===== src/rtl/pea_pkg.sv =====
// Shared PE types: FU opcode set, issue-sequencer state and vector-mode encodings,
// plus the lane-wise adder used by the result accumulator.
package pea_pkg;

  typedef enum logic [3:0] {
    FU_NOP = 4'd0,
    FU_ADD = 4'd1,
    FU_SUB = 4'd2,
    FU_MUL = 4'd3,
    FU_AND = 4'd4,
    FU_OR  = 4'd5,
    FU_XOR = 4'd6,
    FU_SHL = 4'd7
  } fu_instr_t;

  typedef enum logic {
    SEQ_IDLE     = 1'b0,
    SEQ_MUL_HOLD = 1'b1
  } fu_seq_state_t;

  localparam logic [1:0] VEC_MODE_32 = 2'b00;
  localparam logic [1:0] VEC_MODE_8  = 2'b01;
  localparam logic [1:0] VEC_MODE_16 = 2'b10;

  // Carries never cross lane boundaries; each lane wraps on its own width.
  function automatic logic [31:0] lane_add(input logic [31:0] a, input logic [31:0] b,
                                           input logic [1:0] mode);
    logic [31:0] s;
    s = '0;
    case (mode)
      VEC_MODE_8: begin
        for (int i = 0; i < 4; i++) s[i*8 +: 8] = a[i*8 +: 8] + b[i*8 +: 8];
      end
      VEC_MODE_16: begin
        for (int i = 0; i < 2; i++) s[i*16 +: 16] = a[i*16 +: 16] + b[i*16 +: 16];
      end
      default: s = a + b;
    endcase
    return s;
  endfunction

endpackage


===== src/rtl/pe_result_fifo.sv =====
// Small circular result buffer with occupancy count; pop on empty is ignored.
module pe_result_fifo #(
  parameter int DEPTH = 2,
  parameter int W     = 32
) (
  input  logic                   clk_i,
  input  logic                   rst_i,
  input  logic                   push_i,
  input  logic [W-1:0]           push_data_i,
  input  logic                   pop_i,
  output logic [$clog2(DEPTH):0] count_o,
  output logic                   valid_o,
  output logic [W-1:0]           data_o
);
  localparam int AW = $clog2(DEPTH);
  localparam int CW = AW + 1;

  logic [W-1:0]  mem_q [DEPTH];
  logic [AW-1:0] wr_ptr_q, rd_ptr_q;
  logic [CW-1:0] count_q;
  logic          do_pop;

  assign do_pop  = pop_i && (count_q != '0);
  assign count_o = count_q;
  assign valid_o = (count_q != '0);
  assign data_o  = mem_q[rd_ptr_q];

  // Pointers wrap naturally because DEPTH is a power of two.
  always_ff @(posedge clk_i or posedge rst_i) begin
    if (rst_i) begin
      for (int i = 0; i < DEPTH; i++) mem_q[i] <= '0;
      wr_ptr_q <= '0;
      rd_ptr_q <= '0;
      count_q  <= '0;
    end else begin
      if (push_i) begin
        mem_q[wr_ptr_q] <= push_data_i;
        wr_ptr_q        <= wr_ptr_q + AW'(1);
      end
      if (do_pop) rd_ptr_q <= rd_ptr_q + AW'(1);
      count_q <= count_q + CW'(push_i) - CW'(do_pop);
    end
  end

  always_ff @(posedge clk_i) begin
    if (!rst_i) assert (!(push_i && !do_pop && (count_q == CW'(DEPTH))));
  end

endmodule


===== src/rtl/fu_issue_seq.sv =====
// Issue sequencer around the partitioned FU: drives instr/mode, stretches 32-bit MUL
// to two cycles, optionally accumulates lane-wise, and buffers results for the consumer.
module fu_issue_seq
  import pea_pkg::*;
#(
  parameter int OUT_DEPTH = 2,
  parameter int DATA_W    = 32
) (
  input  logic              clk_i,
  input  logic              rst_i,
  input  logic              issue_valid_i,
  output logic              issue_ready_o,
  input  fu_instr_t         issue_instr_i,
  input  logic [1:0]        issue_vec_mode_i,
  input  logic              issue_acc_en_i,
  input  logic              issue_acc_clr_i,
  output fu_instr_t         fu_instr_o,
  output logic [1:0]        fu_vec_mode_o,
  input  logic [DATA_W-1:0] fu_res_i,
  output logic              out_valid_o,
  input  logic              out_ready_i,
  output logic [DATA_W-1:0] out_data_o,
  output logic              busy_o
);
  localparam int CW = $clog2(OUT_DEPTH) + 1;

  fu_seq_state_t     state_q, state_d;
  logic              hold_acc_en_q, hold_acc_clr_q;
  logic [1:0]        hold_mode_q;
  logic [DATA_W-1:0] acc_q, acc_d;
  logic [CW-1:0]     fifo_count, pending;
  logic              accept, is_mul32, capture, pop;
  logic              cap_acc_en, cap_acc_clr;
  logic [1:0]        cap_mode;
  logic [DATA_W-1:0] push_data;

  // Handshakes: a transfer happens on a rising edge where valid and ready are both high;
  // ready never depends on valid, and a same-cycle pop does not raise issue ready.
  assign pending       = (state_q == SEQ_MUL_HOLD) ? CW'(1) : '0;
  assign issue_ready_o = (state_q == SEQ_IDLE) && ((fifo_count + pending) < CW'(OUT_DEPTH));
  assign accept        = issue_valid_i && issue_ready_o;
  assign is_mul32      = (issue_instr_i == FU_MUL) && (issue_vec_mode_i == VEC_MODE_32);
  assign pop           = out_valid_o && out_ready_i;
  assign busy_o        = (state_q != SEQ_IDLE) || (fifo_count != '0);

  always_ff @(posedge clk_i or posedge rst_i) begin
    if (rst_i) state_q <= SEQ_IDLE;
    else       state_q <= state_d;
  end

  always_comb begin
    state_d = state_q;
    case (state_q)
      SEQ_IDLE:     if (accept && is_mul32) state_d = SEQ_MUL_HOLD;
      SEQ_MUL_HOLD: state_d = SEQ_IDLE;
      default:      state_d = SEQ_IDLE;
    endcase
  end

  // In MUL_HOLD the FU sees the latched MUL/32b op while it combines partial products.
  always_comb begin
    fu_instr_o    = FU_NOP;
    fu_vec_mode_o = VEC_MODE_32;
    capture       = 1'b0;
    cap_acc_en    = issue_acc_en_i;
    cap_acc_clr   = issue_acc_clr_i;
    cap_mode      = issue_vec_mode_i;
    case (state_q)
      SEQ_IDLE: begin
        if (issue_valid_i) begin
          fu_instr_o    = issue_instr_i;
          fu_vec_mode_o = issue_vec_mode_i;
        end
        capture = accept && (issue_instr_i != FU_NOP) && !is_mul32;
      end
      SEQ_MUL_HOLD: begin
        fu_instr_o    = FU_MUL;
        fu_vec_mode_o = VEC_MODE_32;
        capture       = 1'b1;
        cap_acc_en    = hold_acc_en_q;
        cap_acc_clr   = hold_acc_clr_q;
        cap_mode      = hold_mode_q;
      end
      default: ;
    endcase
  end

  always_comb begin
    acc_d     = acc_q;
    push_data = fu_res_i;
    if (capture) begin
      if (cap_acc_en) begin
        push_data = lane_add(cap_acc_clr ? '0 : acc_q, fu_res_i, cap_mode);
        acc_d     = push_data;
      end else if (cap_acc_clr) begin
        acc_d = '0;
      end
    end
  end

  always_ff @(posedge clk_i or posedge rst_i) begin
    if (rst_i) begin
      acc_q          <= '0;
      hold_acc_en_q  <= 1'b0;
      hold_acc_clr_q <= 1'b0;
      hold_mode_q    <= VEC_MODE_32;
    end else begin
      acc_q <= acc_d;
      if (accept && is_mul32) begin
        hold_acc_en_q  <= issue_acc_en_i;
        hold_acc_clr_q <= issue_acc_clr_i;
        hold_mode_q    <= issue_vec_mode_i;
      end
    end
  end

  pe_result_fifo #(.DEPTH(OUT_DEPTH), .W(DATA_W)) u_fifo (
    .clk_i       (clk_i),
    .rst_i       (rst_i),
    .push_i      (capture),
    .push_data_i (push_data),
    .pop_i       (pop),
    .count_o     (fifo_count),
    .valid_o     (out_valid_o),
    .data_o      (out_data_o)
  );

  always_ff @(posedge clk_i) begin
    if (!rst_i) assert (DATA_W == 32);
  end

endmodule


===== config.mk =====
export PLATFORM = sky130hd
export DESIGN_NAME = fu_issue_seq
export DESIGN_NICKNAME = d
export VERILOG_FILES = /design/src/rtl/pea_pkg.sv /design/src/rtl/pe_result_fifo.sv /design/src/rtl/fu_issue_seq.sv
export SDC_FILE = /design/constraint.sdc
export NUM_CORES = 1
export LEC_CHECK = 0
export CORE_UTILIZATION = 58
export DETAILED_ROUTE_END_ITERATION = 8
export GPL_TIMING_DRIVEN = 1
export PLACE_DENSITY_LB_ADDON = 0.25
export SYNTH_ARGS = -nofsm -noshare
export SYNTH_HDL_FRONTEND = slang
export SYNTH_SLANG_ARGS = --single-unit

===== constraint.sdc =====
create_clock -name clk_i -period 5.45 [get_ports clk_i]
set_input_delay 0.545 -clock clk_i [delete_from_list [all_inputs] [get_ports clk_i]]
set_output_delay 0.545 -clock clk_i [all_outputs]
set_load 0.02 [all_outputs]

======== Word-level counts from Yosys, hierarchy flattened ========
Cells that the tools add are included.
Widths: inputs -> output; s select.
word-level totals
  bits in registers ....................... 105
  bits in latches ......................... 0
  memory bits (writable) .................. 0
  memory bits (read-only) ................. 0
  input bits .............................. 44
  output and inout bits ................... 41
  logic and storage cells ................. 68
  memories ................................ 0
cells by class
  add/subtract/negate cells ............... 12
  multipliers ............................. 0
  divide/modulo/power cells ............... 0
  $lt $le $gt $ge ......................... 4
  equal/unequal tests ..................... 3
  shift-type cells ........................ 0
  mux-type cells .......................... 22
  bitwise gates (word level) .............. 3
  reductions and logical operators ........ 14
operators by type and width
  cell                 number
  $mux 32              8
  $bwmux 64            1
  $pmux 32 s2          1
  $add 16x16->16       2
  $add 32x32->32       1
  $add 8x8->8          4
  $demux 32 s1         1
  $logic_and 1x1->1    9
  $pmux 4 s2           1
  $add 2x1->2          2
  $eq 4x2->1 const B   1
  $ge 2x2->1 const B   2
  $mux 1               4
  $mux 2               2
  $mux 4               1
  $not 1->2            2
  $pmux 1 s2           2
  $pmux 2 s2           1
  $reduce_bool 4->1    1
  $add 1x1->1 const B  2
  $eq 2x1->1 const B   1
  $eq 2x2->1 const B   1
  $logic_not 2->1      1
  $lt 2x1->1 const B   1
  other kinds (6)      6

======== Longest topological paths before layout ========
  word-level depth ........................ 10
  gate-level depth with buffers ........... 16
  mapped depth without buffers ............ 13

======== Modules after synthesis ========
Synthesis repeated with hierarchy kept, for this count alone.
unflattened totals
  cell total of the unflattened synthesis .. 824
  area, all modules ....................... 7751.2 um2
modules (own cells, without submodules)
  module          times used  cells each  area each (um2)  sequential area each (um2)
  fu_issue_seq    1           636         4654.5           925.9
  pe_result_fifo  1           188         3096.7           1701.6

======== Worst setup path after synthesis ========
No wires, ideal clock.
  kind .................................... input-to-reg
  from .................................... input issue_acc_clr_i
  to ...................................... register u_fifo.mem_q[60] (netlist bit)
  setup time .............................. 125 ps
  arrival ................................. 3775 ps
  required time ........................... 5325 ps
  setup slack ............................. 1550 ps
  stages on the path ...................... 15
  path buffers ............................ 2
  cell sequence ........................... mux2i_2 > buf_2 > clkbuf_1 > and2_1 > ha_1 > fa_1 > a211oi_1 > o21bai_1 > o41a_1 > a311oi_1 > nor4_2 > o21a_1 > a211oi_1 > o31ai_1 > mux2_2
on the way
  word-level cells in the longest chain between the ends .. 7
  elaborated cells on any way between the ends .. 9
  those cells by class .................... add/sub (3); mux (6)
ends and longest elaborated chain
  what                                    line                  text
  start: declaration                      fu_issue_seq.sv:16    input logic issue_acc_clr_i,
  $mux 1 (*)                              fu_issue_seq.sv:68    case (state_q)
  $mux 32 (*)                             n/a
  $add 32x32->32 (tied with other cells)  pea_pkg.sv:37         default: s = a + b;
  $pmux 32 s2 (*)                         pea_pkg.sv:30         case (mode)
  $mux 32 (*)                             fu_issue_seq.sv:92    if (cap_acc_en) begin
  $mux 32 (*)                             fu_issue_seq.sv:91    if (capture) begin
  $bwmux 64 (*)                           pe_result_fifo.sv:37  mem_q[wr_ptr_q] <= push_data_i;
  end signal: indexed assignment          pe_result_fifo.sv:37
  end: declaration                        pe_result_fifo.sv:18  logic [W-1:0] mem_q [DEPTH];
Mark *: on every way between the ends. The rest lies on a longest branch, timed or not.
A chain may end at the register's enable or synchronous reset.

======== Final worst setup path ========
  from .................................... register state_q
  to ...................................... register u_fifo.mem_q[59] (netlist bit)
on the way
  word-level cells in the longest chain between the ends .. 10
  elaborated cells on any way between the ends .. 22
  those cells by class .................... add/sub (4); order compare (1); eq/ne (2); mux (10); bitwise (1); reduce/logical (4)
ends and longest elaborated chain
  what                                                     line                text
  start: declaration                                       fu_issue_seq.sv:27  fu_seq_state_t state_q, state_d;
  start signal: assignment                                 fu_issue_seq.sv:48  else state_q <= state_d;
  branches (longest 10 deep; another with $add 32x32->32)  n/a
Several ways; the timed one is not identified.

==> metrics.md <==
| Metric | Value |
|---|---|
| Antenna cells | 0 |
| Synth top area share | 0.345 |
| RSZ-0062 raised after global routing | no |
| Area contributors post-synth | dfrtp_1 (34%), mux2_2 (6.1%), o21ai_0 (5.6%), nand2_1 (5.6%), a21oi_1 (5.3%) |
| Ys async rst share | 1.00 |
| Max Slew Vio Count | 0 |
| Core Area | 0.0127 sq mm |
| Worst skew pair latency | between 300 and 400 ps |
| Setup crit start kind | register |
| Final Setup Violations | 0 |
| EDFF count, synth | 0 |
| Fmax | ~210 MHz |
| Slack of the critical path | 757 ps |
| First-pass GRT wire length | 35000 microns |
| Critical Path Fanout Max | 31 |
| Via count | 7331 |
| Min-delay worst type | reg2reg |
| Maximum vdd drop | 0.000204 V |
| CTS clk-pin slew, worst paths | 80 ps |
| PD cells | between 400 and 500 mW/mm^2 |
| DR iter-0 viols | 839 |
| # IOs | 85 |
| Post-cts repair resize count | 0 |
| Clk buf depth | 2 |
| Sequential-to-total area share from yosys stat | 0.345 |
| # hold bufs at CTS | 0 |
| Clock Skews | ~14 ps |
| Setup repair bufs after CTS | 0 |
| Worst Path Required | 5650 ps |
| Critical path arrival | 4890 ps |
| Die area | 0.0136 sq mm |
| Post-route minimum period | 4690 ps |
| Nets | 1035 |
| Via density | 6.47 |
| Worst slew pin tran | 1190 ps |
| Period utilization | 0.861 |
| Leakage | 3.96 nW |
| Row count | 41 |
| CP Capture Type | register |
| MaxCap Viol Count | 0 |
| Port bufs | 84 |
| DRC | 0 |
| Most common cell after layout, fill and taps aside | nand2_1 |
| DP HPWL | 15700 microns |
| Placed cell areas | between 0.008 and 0.009 sq mm |
| Max-slew headroom | 0.203 |
| First-pass DRT Iterations | 8 |
| R2r setup slk | between 700 and 800 ps |
| Placer congestion estimate | 0.999 |
| Synthesis-to-layout area growth | 17.0% |
| Root Buffer | clkbuf_16 |
| Layout cells sized above 1 | 0.101 |
| Total GRT Usage | 0.338 |
| Final Hold Vio Count | 0 |
| CTS tree | built |
| Syn_nets | 979 |
| Post-Syn Instances | 900 |
| Post-synth top flop | dfrtp_1 |
| Die height | ~120 microns |
| Pin count of the biggest net entering global routing | 63 |
| Total power | roughly 4.4 mW |
| Ys Warns | 0 |
| Most frequent cells in the layout | nand2_1 (113), dfrtp_1 (105), o21ai_0 (86) |
| Status | complete, no violations |
| Starting Density | 0.599 |
| Place WS | 657 ps |
| DRT antenna net count | 0 |
| Critical path class | reg2reg |
| Setup TNS Final | 0 ps |
| Cell area after synthesis | 0.00762 sq mm |
| Final Util | 0.701 |
| CTS sink cnt | 105 |
| H-tree level count | 3 |
| Die width | 117 microns |
| Vias in the first global route | 6793 |
| #FFs+latches synth | 105 |
| Number of CTS-inserted buffers | 9 |
| Yosys cell types | 73 |
| Post-route cell area | 0.00892 sq mm |
| Initial antenna violation count | 0 |
| Final wirelength | about 22000 microns |
| Congestion Overflow GR | 0 |
| Avg WL per Cell | 19.5 microns |
| Cell taking the most area after synthesis | dfrtp_1 |
| Avg Inst Size Synth | 8.47 sq um |
## final timing paths
| kind | cells after the start | endpoint | from |
|---|---|---|---|
| worst max register to register | 13 | u_fifo.mem_q[59] | state_q |
| worst min register to register | 1 | acc_q[17] | acc_q[17] |
| worst max-delay path | 13 | u_fifo.mem_q[59] | state_q |
| max in group asynchronous | 3 | u_fifo.mem_q[28] | rst_i |
| worst min-delay path | 1 | acc_q[17] | acc_q[17] |
| min in group asynchronous | 2 | u_fifo.mem_q[44] | rst_i |
## sequential cells by signal (all words and copies together) (netlist names)
signal / flops
u_fifo.rd_ptr_q: 1
u_fifo.wr_ptr_q: 1
hold_acc_clr_q: 1
hold_acc_en_q: 1
acc_q: 32
u_fifo.mem_q: 64
hold_mode_q: 2
u_fifo.count_o: 2
state_q: 1
## cell families after synthesis
group | count (synthesis) | share of synthesized area
buffers and inverters | 79 | 0.0409
XOR/XNOR | 17 | 0.0205
AO/OA/AOI/OAI | 326 | 0.280
multiplexers | 52 | 0.0755
AND/OR/NAND/NOR | 285 | 0.176
adder cells (fa/ha/maj) | 36 | 0.0617
flip-flops | 105 | 0.345
## critical path, cell delays in order, from the launching register on
cell	delay, ps
dfrtp_1	640
mux2i_2	630
buf_4	440
and2_1	180
ha_1	330
and3_1	210
a21o_1	260
o32ai_2	550
o21ai_0	250
a31oi_1	250
xor2_1	190
o221ai_1	180
o31ai_1	270
o21ai_0	130
## power breakdown
| part | leakage, nW | internal [mW] | total [mW] | switching (mW) |
|---|---|---|---|---|
| Clock | 0.152 | 0.333 | 0.681 | 0.347 |
| Combinational | 2.50 | 1.06 | 2.42 | 1.35 |
| Sequential | 1.31 | 1.13 | 1.32 | 0.196 |
| Total | 3.96 | 2.53 | 4.42 | 1.90 |
## metal layers
metal,global-route usage,wire length (microns)
met1,0.481,9750
met2,0.510,9840
met3,0.0695,1870
met4,0.119,591
met5,0,0
## stage by stage
step                instances  hold slack (ps)
floorplan                 900              430
global placement         1117              444
detailed placement       1117              458
CTS                      1133              476
global route             1133              497
finish                   1133              473
## Yosys cell counts (7+ instances only)
cell type and n:
and3_1 7, clkbuf_1 43, o21a_1 7, a22o_1 12, nor2_1 57, mux2_2 41
and2_1 41, dfrtp_1 105, nand3_1 15, a21oi_1 81, mux2i_1 10, o211ai_1 10
nand2_1 113, nor3_1 15, nor2b_1 11, a22oi_1 7, a211oi_1 13, xnor2_1 10
a31oi_1 14, inv_1 24, ha_1 32, o21ai_0 86, a21o_1 27, o31ai_1 7
## cell type report
cell class	count	area [sq um]
Inverter	24	92.6
Multi-Input combinational cell	716	4690
Clock inverter	7	91.3
Sequential cell	105	2630
Tap cell	172	215
Fill cell	1044	3800
Timing Repair Buffer	100	973
Clock buffer	9	225
Power figures use the tool's default switching activity.
